--- src/rtl/sequencer_pkg.sv ---
// Shared types for the step-sequencer: note encoding and the pattern-editor
// state type. The audio controller takes note_t from here as well.
package sequencer_pkg;

   localparam int NOTE_W = 4;
   typedef logic [NOTE_W-1:0] note_t;

   localparam note_t NOTE_REST = 4'd0;
   localparam note_t NOTE_MAX  = 4'd15;

   typedef enum logic {EDIT_IDLE, EDIT_CLEAR} edit_state_t;

   // Bit positions of the five front-panel buttons in the pulse vector.
   localparam int BTN_CLEAR = 0;
   localparam int BTN_NEXT  = 1;
   localparam int BTN_PREV  = 2;
   localparam int BTN_UP    = 3;
   localparam int BTN_DOWN  = 4;
   localparam int NUM_BTNS  = 5;

   // One saturating pitch step: up stops at NOTE_MAX, down stops at NOTE_REST.
   function automatic note_t note_step(input note_t n, input logic up);
      if (up) return (n == NOTE_MAX)  ? n : n + 1'b1;
      else    return (n == NOTE_REST) ? n : n - 1'b1;
   endfunction

endpackage

--- src/rtl/pattern_editor_if.sv ---
// Front-panel / controller bundle of the pattern editor.
//   btn_next/prev/up/down/clear : raw asynchronous buttons
//   beat_count                  : playhead step from the audio controller
//   beats, cursor, cursor_pitch : pattern and edit position
//   on_playhead, busy           : LED / status outputs
// slave = pattern editor side, master = panel/controller side.
interface pattern_editor_if
   import sequencer_pkg::*;
#(
   parameter int NUM_BEATS = 16
);
   localparam int IDX_W = $clog2(NUM_BEATS);

   logic                        btn_next;
   logic                        btn_prev;
   logic                        btn_up;
   logic                        btn_down;
   logic                        btn_clear;
   logic [IDX_W-1:0]            beat_count;
   logic [NUM_BEATS*NOTE_W-1:0] beats;
   logic [IDX_W-1:0]            cursor;
   note_t                       cursor_pitch;
   logic                        on_playhead;
   logic                        busy;

   modport master (
      output btn_next, btn_prev, btn_up, btn_down, btn_clear, beat_count,
      input  beats, cursor, cursor_pitch, on_playhead, busy
   );

   modport slave (
      input  btn_next, btn_prev, btn_up, btn_down, btn_clear, beat_count,
      output beats, cursor, cursor_pitch, on_playhead, busy
   );

endinterface

--- src/rtl/button_debouncer.sv ---
// Synchronises and debounces one raw button and emits a one-cycle pulse on
// each accepted press (release produces nothing).
//   clk, rst    : clock, async active-high reset
//   btn_raw     : raw asynchronous button level
//   level       : debounced level
//   press_pulse : one-cycle pulse after the debounced 0->1 edge
module button_debouncer #(
   parameter int DEBOUNCE_CYCLES = 120_000
) (
   input  logic clk,
   input  logic rst,
   input  logic btn_raw,
   output logic level,
   output logic press_pulse
);

   localparam int CNT_W = $clog2(DEBOUNCE_CYCLES + 1);

   logic             sync1;
   logic             sync2;
   logic             stable;
   logic             stable_q;
   logic [CNT_W-1:0] cnt;

   always_ff @(posedge clk or posedge rst) begin
      if (rst) begin
         sync1       <= 1'b0;
         sync2       <= 1'b0;
         stable      <= 1'b0;
         stable_q    <= 1'b0;
         press_pulse <= 1'b0;
         cnt         <= '0;
      end else begin
         sync1       <= btn_raw;
         sync2       <= sync1;
         stable_q    <= stable;
         // Registered so the pulse lands one cycle after the stable flip.
         press_pulse <= stable & ~stable_q;
         if (sync2 == stable) begin
            cnt <= '0;
         end else if (cnt == CNT_W'(DEBOUNCE_CYCLES - 1)) begin
            stable <= ~stable;
            cnt    <= '0;
         end else begin
            cnt <= cnt + 1'b1;
         end
      end
   end

   assign level = stable;

endmodule

--- src/rtl/pattern_editor.sv ---
// Owns the step-sequencer pattern and applies front-panel edits to it:
// cursor next/prev, pitch up/down at the cursor, and a one-step-per-cycle
// clear sweep of the whole pattern.
//   clk, rst : clock, async active-high reset
//   bus      : pattern_editor_if.slave (buttons, beat_count in; pattern,
//              cursor, cursor_pitch, on_playhead, busy out)
module pattern_editor
   import sequencer_pkg::*;
#(
   parameter int                             CLK_FREQ        = 12_000_000,
   parameter int                             NUM_BEATS       = 16,
   parameter int                             DEBOUNCE_CYCLES = CLK_FREQ / 100,
   parameter logic [NUM_BEATS*NOTE_W-1:0]    INIT_PATTERN    = '0
) (
   input logic              clk,
   input logic              rst,
   pattern_editor_if.slave  bus
);

   localparam int IDX_W = $clog2(NUM_BEATS);
   localparam int PAT_W = NUM_BEATS * NOTE_W;

   logic [NUM_BTNS-1:0] btn_raw;
   logic [NUM_BTNS-1:0] pulse;
   // Debounced levels are available but edits act on press pulses only.
   logic [NUM_BTNS-1:0] unused_levels;

   assign btn_raw[BTN_CLEAR] = bus.btn_clear;
   assign btn_raw[BTN_NEXT]  = bus.btn_next;
   assign btn_raw[BTN_PREV]  = bus.btn_prev;
   assign btn_raw[BTN_UP]    = bus.btn_up;
   assign btn_raw[BTN_DOWN]  = bus.btn_down;

   for (genvar b = 0; b < NUM_BTNS; b++) begin : g_btn
      button_debouncer #(
         .DEBOUNCE_CYCLES(DEBOUNCE_CYCLES)
      ) u_deb (
         .clk        (clk),
         .rst        (rst),
         .btn_raw    (btn_raw[b]),
         .level      (unused_levels[b]),
         .press_pulse(pulse[b])
      );
   end

   edit_state_t      state, state_next;
   logic [PAT_W-1:0] beats_q, beats_d;
   logic [IDX_W-1:0] cursor_q, cursor_d;
   logic [IDX_W-1:0] idx_q, idx_d;
   note_t            cur_note;

   always_ff @(posedge clk or posedge rst) begin
      if (rst) begin
         state    <= EDIT_IDLE;
         beats_q  <= INIT_PATTERN;
         cursor_q <= '0;
         idx_q    <= '0;
      end else begin
         state    <= state_next;
         beats_q  <= beats_d;
         cursor_q <= cursor_d;
         idx_q    <= idx_d;
      end
   end

   assign cur_note = beats_q[cursor_q*NOTE_W +: NOTE_W];

   always_comb begin
      state_next = state;
      beats_d    = beats_q;
      cursor_d   = cursor_q;
      idx_d      = idx_q;
      case (state)
         EDIT_IDLE: begin
            // Fixed priority; lower-priority pulses in the same cycle are lost.
            if (pulse[BTN_CLEAR]) begin
               idx_d      = '0;
               state_next = EDIT_CLEAR;
            end else if (pulse[BTN_NEXT]) begin
               cursor_d = cursor_q + 1'b1;
            end else if (pulse[BTN_PREV]) begin
               cursor_d = cursor_q - 1'b1;
            end else if (pulse[BTN_UP]) begin
               beats_d[cursor_q*NOTE_W +: NOTE_W] = note_step(cur_note, 1'b1);
            end else if (pulse[BTN_DOWN]) begin
               beats_d[cursor_q*NOTE_W +: NOTE_W] = note_step(cur_note, 1'b0);
            end
         end
         EDIT_CLEAR: begin
            // Pulses arriving here are simply ignored.
            beats_d[idx_q*NOTE_W +: NOTE_W] = NOTE_REST;
            idx_d = idx_q + 1'b1;
            if (idx_q == IDX_W'(NUM_BEATS - 1)) state_next = EDIT_IDLE;
         end
         default: state_next = EDIT_IDLE;
      endcase
   end

   assign bus.beats        = beats_q;
   assign bus.cursor       = cursor_q;
   assign bus.cursor_pitch = cur_note;
   assign bus.on_playhead  = (cursor_q == bus.beat_count);
   assign bus.busy         = (state == EDIT_CLEAR);

endmodule

--- src/flat_wrapper.sv ---
// flat-port wrapper written by rule: the top's interface ports become plain ports
module pattern_editor_flat import sequencer_pkg::*;
#(
   parameter int                             CLK_FREQ        = 12_000_000,
   parameter int                             NUM_BEATS       = 16,
   parameter int                             DEBOUNCE_CYCLES = CLK_FREQ / 100,
   parameter logic [NUM_BEATS*NOTE_W-1:0]    INIT_PATTERN    = '0
)
  (clk, rst, bus_btn_next, bus_btn_prev, bus_btn_up, bus_btn_down, bus_btn_clear, bus_beat_count, bus_beats, bus_cursor, bus_cursor_pitch, bus_on_playhead, bus_busy);
  pattern_editor_if #(.NUM_BEATS(NUM_BEATS)) bus_i ();
  input logic clk;
  input logic rst;
  input wire logic [$bits(bus_i.btn_next)-1:0] bus_btn_next;
  input wire logic [$bits(bus_i.btn_prev)-1:0] bus_btn_prev;
  input wire logic [$bits(bus_i.btn_up)-1:0] bus_btn_up;
  input wire logic [$bits(bus_i.btn_down)-1:0] bus_btn_down;
  input wire logic [$bits(bus_i.btn_clear)-1:0] bus_btn_clear;
  input wire logic [$bits(bus_i.beat_count)-1:0] bus_beat_count;
  output wire logic [$bits(bus_i.beats)-1:0] bus_beats;
  output wire logic [$bits(bus_i.cursor)-1:0] bus_cursor;
  output wire logic [$bits(bus_i.cursor_pitch)-1:0] bus_cursor_pitch;
  output wire logic [$bits(bus_i.on_playhead)-1:0] bus_on_playhead;
  output wire logic [$bits(bus_i.busy)-1:0] bus_busy;
  assign bus_i.btn_next = bus_btn_next;
  assign bus_i.btn_prev = bus_btn_prev;
  assign bus_i.btn_up = bus_btn_up;
  assign bus_i.btn_down = bus_btn_down;
  assign bus_i.btn_clear = bus_btn_clear;
  assign bus_i.beat_count = bus_beat_count;
  assign bus_beats = bus_i.beats;
  assign bus_cursor = bus_i.cursor;
  assign bus_cursor_pitch = bus_i.cursor_pitch;
  assign bus_on_playhead = bus_i.on_playhead;
  assign bus_busy = bus_i.busy;
  pattern_editor #(.CLK_FREQ(CLK_FREQ), .NUM_BEATS(NUM_BEATS), .DEBOUNCE_CYCLES(DEBOUNCE_CYCLES), .INIT_PATTERN(INIT_PATTERN)) u_core (.clk(clk), .rst(rst), .bus(bus_i));
endmodule
--- config.mk ---
export PLATFORM = sky130hd
export DESIGN_NAME = pattern_editor_flat
export DESIGN_NICKNAME = d
export VERILOG_FILES = /design/src/rtl/sequencer_pkg.sv /design/src/rtl/pattern_editor_if.sv /design/src/rtl/button_debouncer.sv /design/src/rtl/pattern_editor.sv /design/src/flat_wrapper.sv
export SDC_FILE = /design/constraint.sdc
export NUM_CORES = 1
export LEC_CHECK = 0
export ABC_AREA = 1
export CORE_MARGIN = 2
export CORE_UTILIZATION = 46
export DETAILED_ROUTE_END_ITERATION = 10
export HOLD_SLACK_MARGIN = 0.08
export PLACE_DENSITY_LB_ADDON = 0.15
export SYNTH_ARGS = -nofsm -noshare
export SYNTH_HDL_FRONTEND = slang
export SYNTH_HIERARCHICAL = 1
export SYNTH_SLANG_ARGS = --single-unit
--- constraint.sdc ---
create_clock -name clk -period 4.6 [get_ports clk]
set_clock_uncertainty 0.1 [all_clocks]
set_input_delay 0.46 -clock clk [delete_from_list [all_inputs] [get_ports clk]]
set_output_delay 0.46 -clock clk [all_outputs]
set_load 0.05 [all_outputs]
==> key figures <==
Outcome
  • Status: finished, final reports clean

STA
  • Clock period minus worst slack: 3.792 ns
  • Slew headroom: 2.501%
  • Setup Viol. Count Final: 0
  • RSZ-0062 raised after global routing: no
  • Final Hold Vio Count: 0
  • Period utilization: 82.43%
  • Max Slew Vio Count: 0
  • Fmax: 263.7 MHz
  • Actual slew at the worst max-slew pin: 1.451 ns
  • Final hold slack: 0.2474 ns
  • Fin Setup TNS: 0 ns

Critical path
  • CP Max Fanout: 20
  • Setup crit end kind: primary output
  • FF-to-FF Start: u_core/bus.cursor[2]
  • WP data arrival: 3.23 ns
  • WS Path Type: reg -> out
  • Crit path launch: u_core/bus.cursor[2]
  • Kind of start point of the critical path: register
  • Crit path required time: 4.04 ns

Routing
  • TritonRoute pass-1 iters: 5
  • Wire per inst: 16.05 um
  • Vias: 10,330
  • Final wirelength: 30,420 um
  • Final ANT Viol Nets: 0
  • DRC Markers: 0
  • DR iter-0 viols: 1,012
  • Vias per cell: 5.450

Hold path
  • Hold_sp: u_core/g_btn[1].u_deb/sync1
  • Hold WC Path Type: reg -> reg

Power
  • Maximum vdd drop: 0.1979 mV
  • Power per cell area: 250.3 nW/um2
  • Total power: 3.178 mW
  • LEAKAGE: 5.572 nW

Final layout
  • Ant diodes: 0
  • Fillers: 2,248
  • Final Util: 53.92%
  • Most common cell after layout, fill and taps aside: nand2_1
  • Post-layout net count: 1,591
  • Syn-to-layout area delta: 14.71%
  • Most frequent cells in the layout: nand2_1 (451), dfrtp_1 (182), nor2_1 (178)
  • Layout cell share with drive strength beyond 1: 9.137%
  • Final instance area: 12,690 um2

Clocking
  • CTS Root Cell: clkbuf_16
  • CTS max path bufs: 2
  • CTS-repair resized insts: 0
  • CTS tree: done
  • Clock Latency Late Sink: 0.43 ns
  • Clock slew at reported path FFs: 0.06 ns
  • Total CTS buffers: 17
  • CTS sink count: 183
  • Htree depth: 4
  • Setup Buffers After CTS: 0
  • CTS Hold Bufs: 0

Floorplan
  • Site Rows: 56
  • Die ar.: 25,310 um2
  • Chip height: 159.1 um
  • Die X: 159.1 um
  • Core area: 23,540 um2
  • Starting Density: 47.01%
  • I/O pins: 85

Synthesis
  • Dominant synthesized flop cell: dfrtp_1
  • Syn nets: 1,522
  • Avg Cell Area, Syn: 7.398 um2
  • Sequential share of the synthesized area: 41.38%
  • Synth Instances: 1,496
  • Async SR Flop Fraction: 100.0%
  • Netlist cell types: 46
  • Flops & latches, synth: 183
  • Yosys Warn Count: 6
  • Number of enable flip-flop cells after synthesis: 0
  • Mapped Area: 11,070 um2

GRT
  • Gr usage total: 24.43%
  • First-pass GRT wire length: 50,180 um
  • Vias in the first global route: 9,572
  • Global route total overflow: 0
  • Largest net degree at the start of global routing: 67
  • Antenna violations before repair: 0

Placement
  • GP Congestion: 0.9178
  • Post-DP HPWL: 22,660 um
  • Port Buffer Count: 84
  • Placed inst area: 12,110 um2

Job
  • # Max-Cap Violations: 0
## layer usage
layer  part of all wire (%)  global-route usage [%]  wire (um)
met2                     46                   38.42      13850
met1                     44                   33.57      13430
met3                    7.7                   5.288       2357
met4                    2.6                   8.306        790
met5                      0                       0          0
## sequential cells by signal, summed over array words and instances (netlist names)
name,count
u_core/bus.beats,64
u_core/g_btn.u_deb/press_pulse,5
u_core/bus.busy,1
u_core/g_btn.u_deb/cnt,85
u_core/g_btn.u_deb/stable_q,5
u_core/bus.cursor,4
u_core/g_btn.u_deb/level,5
u_core/idx_q,4
u_core/g_btn.u_deb/sync1,5
u_core/g_btn.u_deb/sync2,5
## report_power, final
group / total, mW / switching, mW / internal, mW
Combinational: 0.0826 / 0.0609 / 0.0217
Clock: 1.46 / 0.639 / 0.820
Sequential: 1.64 / 0.0128 / 1.62
Total: 3.18 / 0.713 / 2.46
## cell type report
cell class	instances	area [um2]	area share, %
multi-input combinational	1136	5724	45.09
clock buffer	18	439.2	3.459
sequential	183	4581	36.08
timing repair buffer	92	900.9	7.096
tap	319	399.1	3.144
clock inverter	12	143.9	1.133
inverter	135	506.7	3.992
## critical path, cell delays in order, from the launching register on
cell,delay (ns)
dfrtp_1,0.93
inv_2,0.35
a21oi_1,0.22
nand3_1,0.11
nand2_1,0.08
nand2_1,0.05
nand2_1,0.21
clkdlybuf4s50_1,0.85
## final timing paths
kind                                                to  slack [ns]  depth (start not counted)
hold / removal             u_core/g_btn[1].u_deb/sync2        0.25                          0
hold reg to reg            u_core/g_btn[1].u_deb/sync2        0.25                          0
min in group asynchronous         u_core/bus.beats[38]        0.60                          2
setup reg to reg                  u_core/bus.beats[10]        1.07                         15
setup / recovery                   bus_cursor_pitch[1]        0.81                          7
max in group asynchronous         u_core/bus.cursor[0]        2.99                          3
## synth_stat cells (2+ instances only)
cell type / instances / area (um2)
nand4_1: 94 / 588.1
nor3_2: 8 / 80.08
inv_1: 126 / 473.0
a21o_1: 10 / 75.07
ha_1: 14 / 175.2
nand2_2: 27 / 168.9
o211ai_2: 2 / 25.02
dfrtp_1: 183 / 4579
nand2_1: 451 / 1693
clkbuf_1: 7 / 26.28
o21ai_0: 16 / 80.08
o21bai_1: 12 / 90.09
nor2_4: 13 / 146.4
nand3_2: 7 / 70.07
buf_6: 7 / 78.83
nand3_1: 132 / 660.6
a21oi_1: 13 / 65.06
buf_2: 13 / 65.06
xnor2_1: 13 / 113.9
xor2_1: 33 / 289.0
buf_4: 8 / 60.06
o211ai_1: 2 / 15.01
or2_2: 2 / 12.51
or2_1: 3 / 18.77
nor3b_1: 6 / 45.04
inv_2: 9 / 33.78
nor2_2: 26 / 162.7
o21bai_2: 5 / 56.30
o21ai_1: 17 / 85.08
nor3_1: 38 / 190.2
nor2_1: 178 / 668.1
buf_1: 7 / 26.28
## kinds of logic after synthesis
| kind of cell | count (synthesis) | share of synthesized area [%] |
|---|---|---|
| and+or+nand+nor | 991 | 41.31 |
| xor gates and xnor gates | 47 | 3.788 |
| buffers and inverters | 177 | 6.897 |
| adders and majority gates | 15 | 1.764 |
| AOI/OAI and AO/OA | 83 | 4.862 |
| DFF | 183 | 41.38 |
## metrics by stage
step,instances,setup WS [ns]
after floorplan,1496,1.264
after global placement,1865,1.196
after detailed placement,1865,1.208
after CTS,1895,0.8294
after global routing,1895,0.6244
final,1895,0.8081
Note: power is estimated with default switching activity, not from simulation.
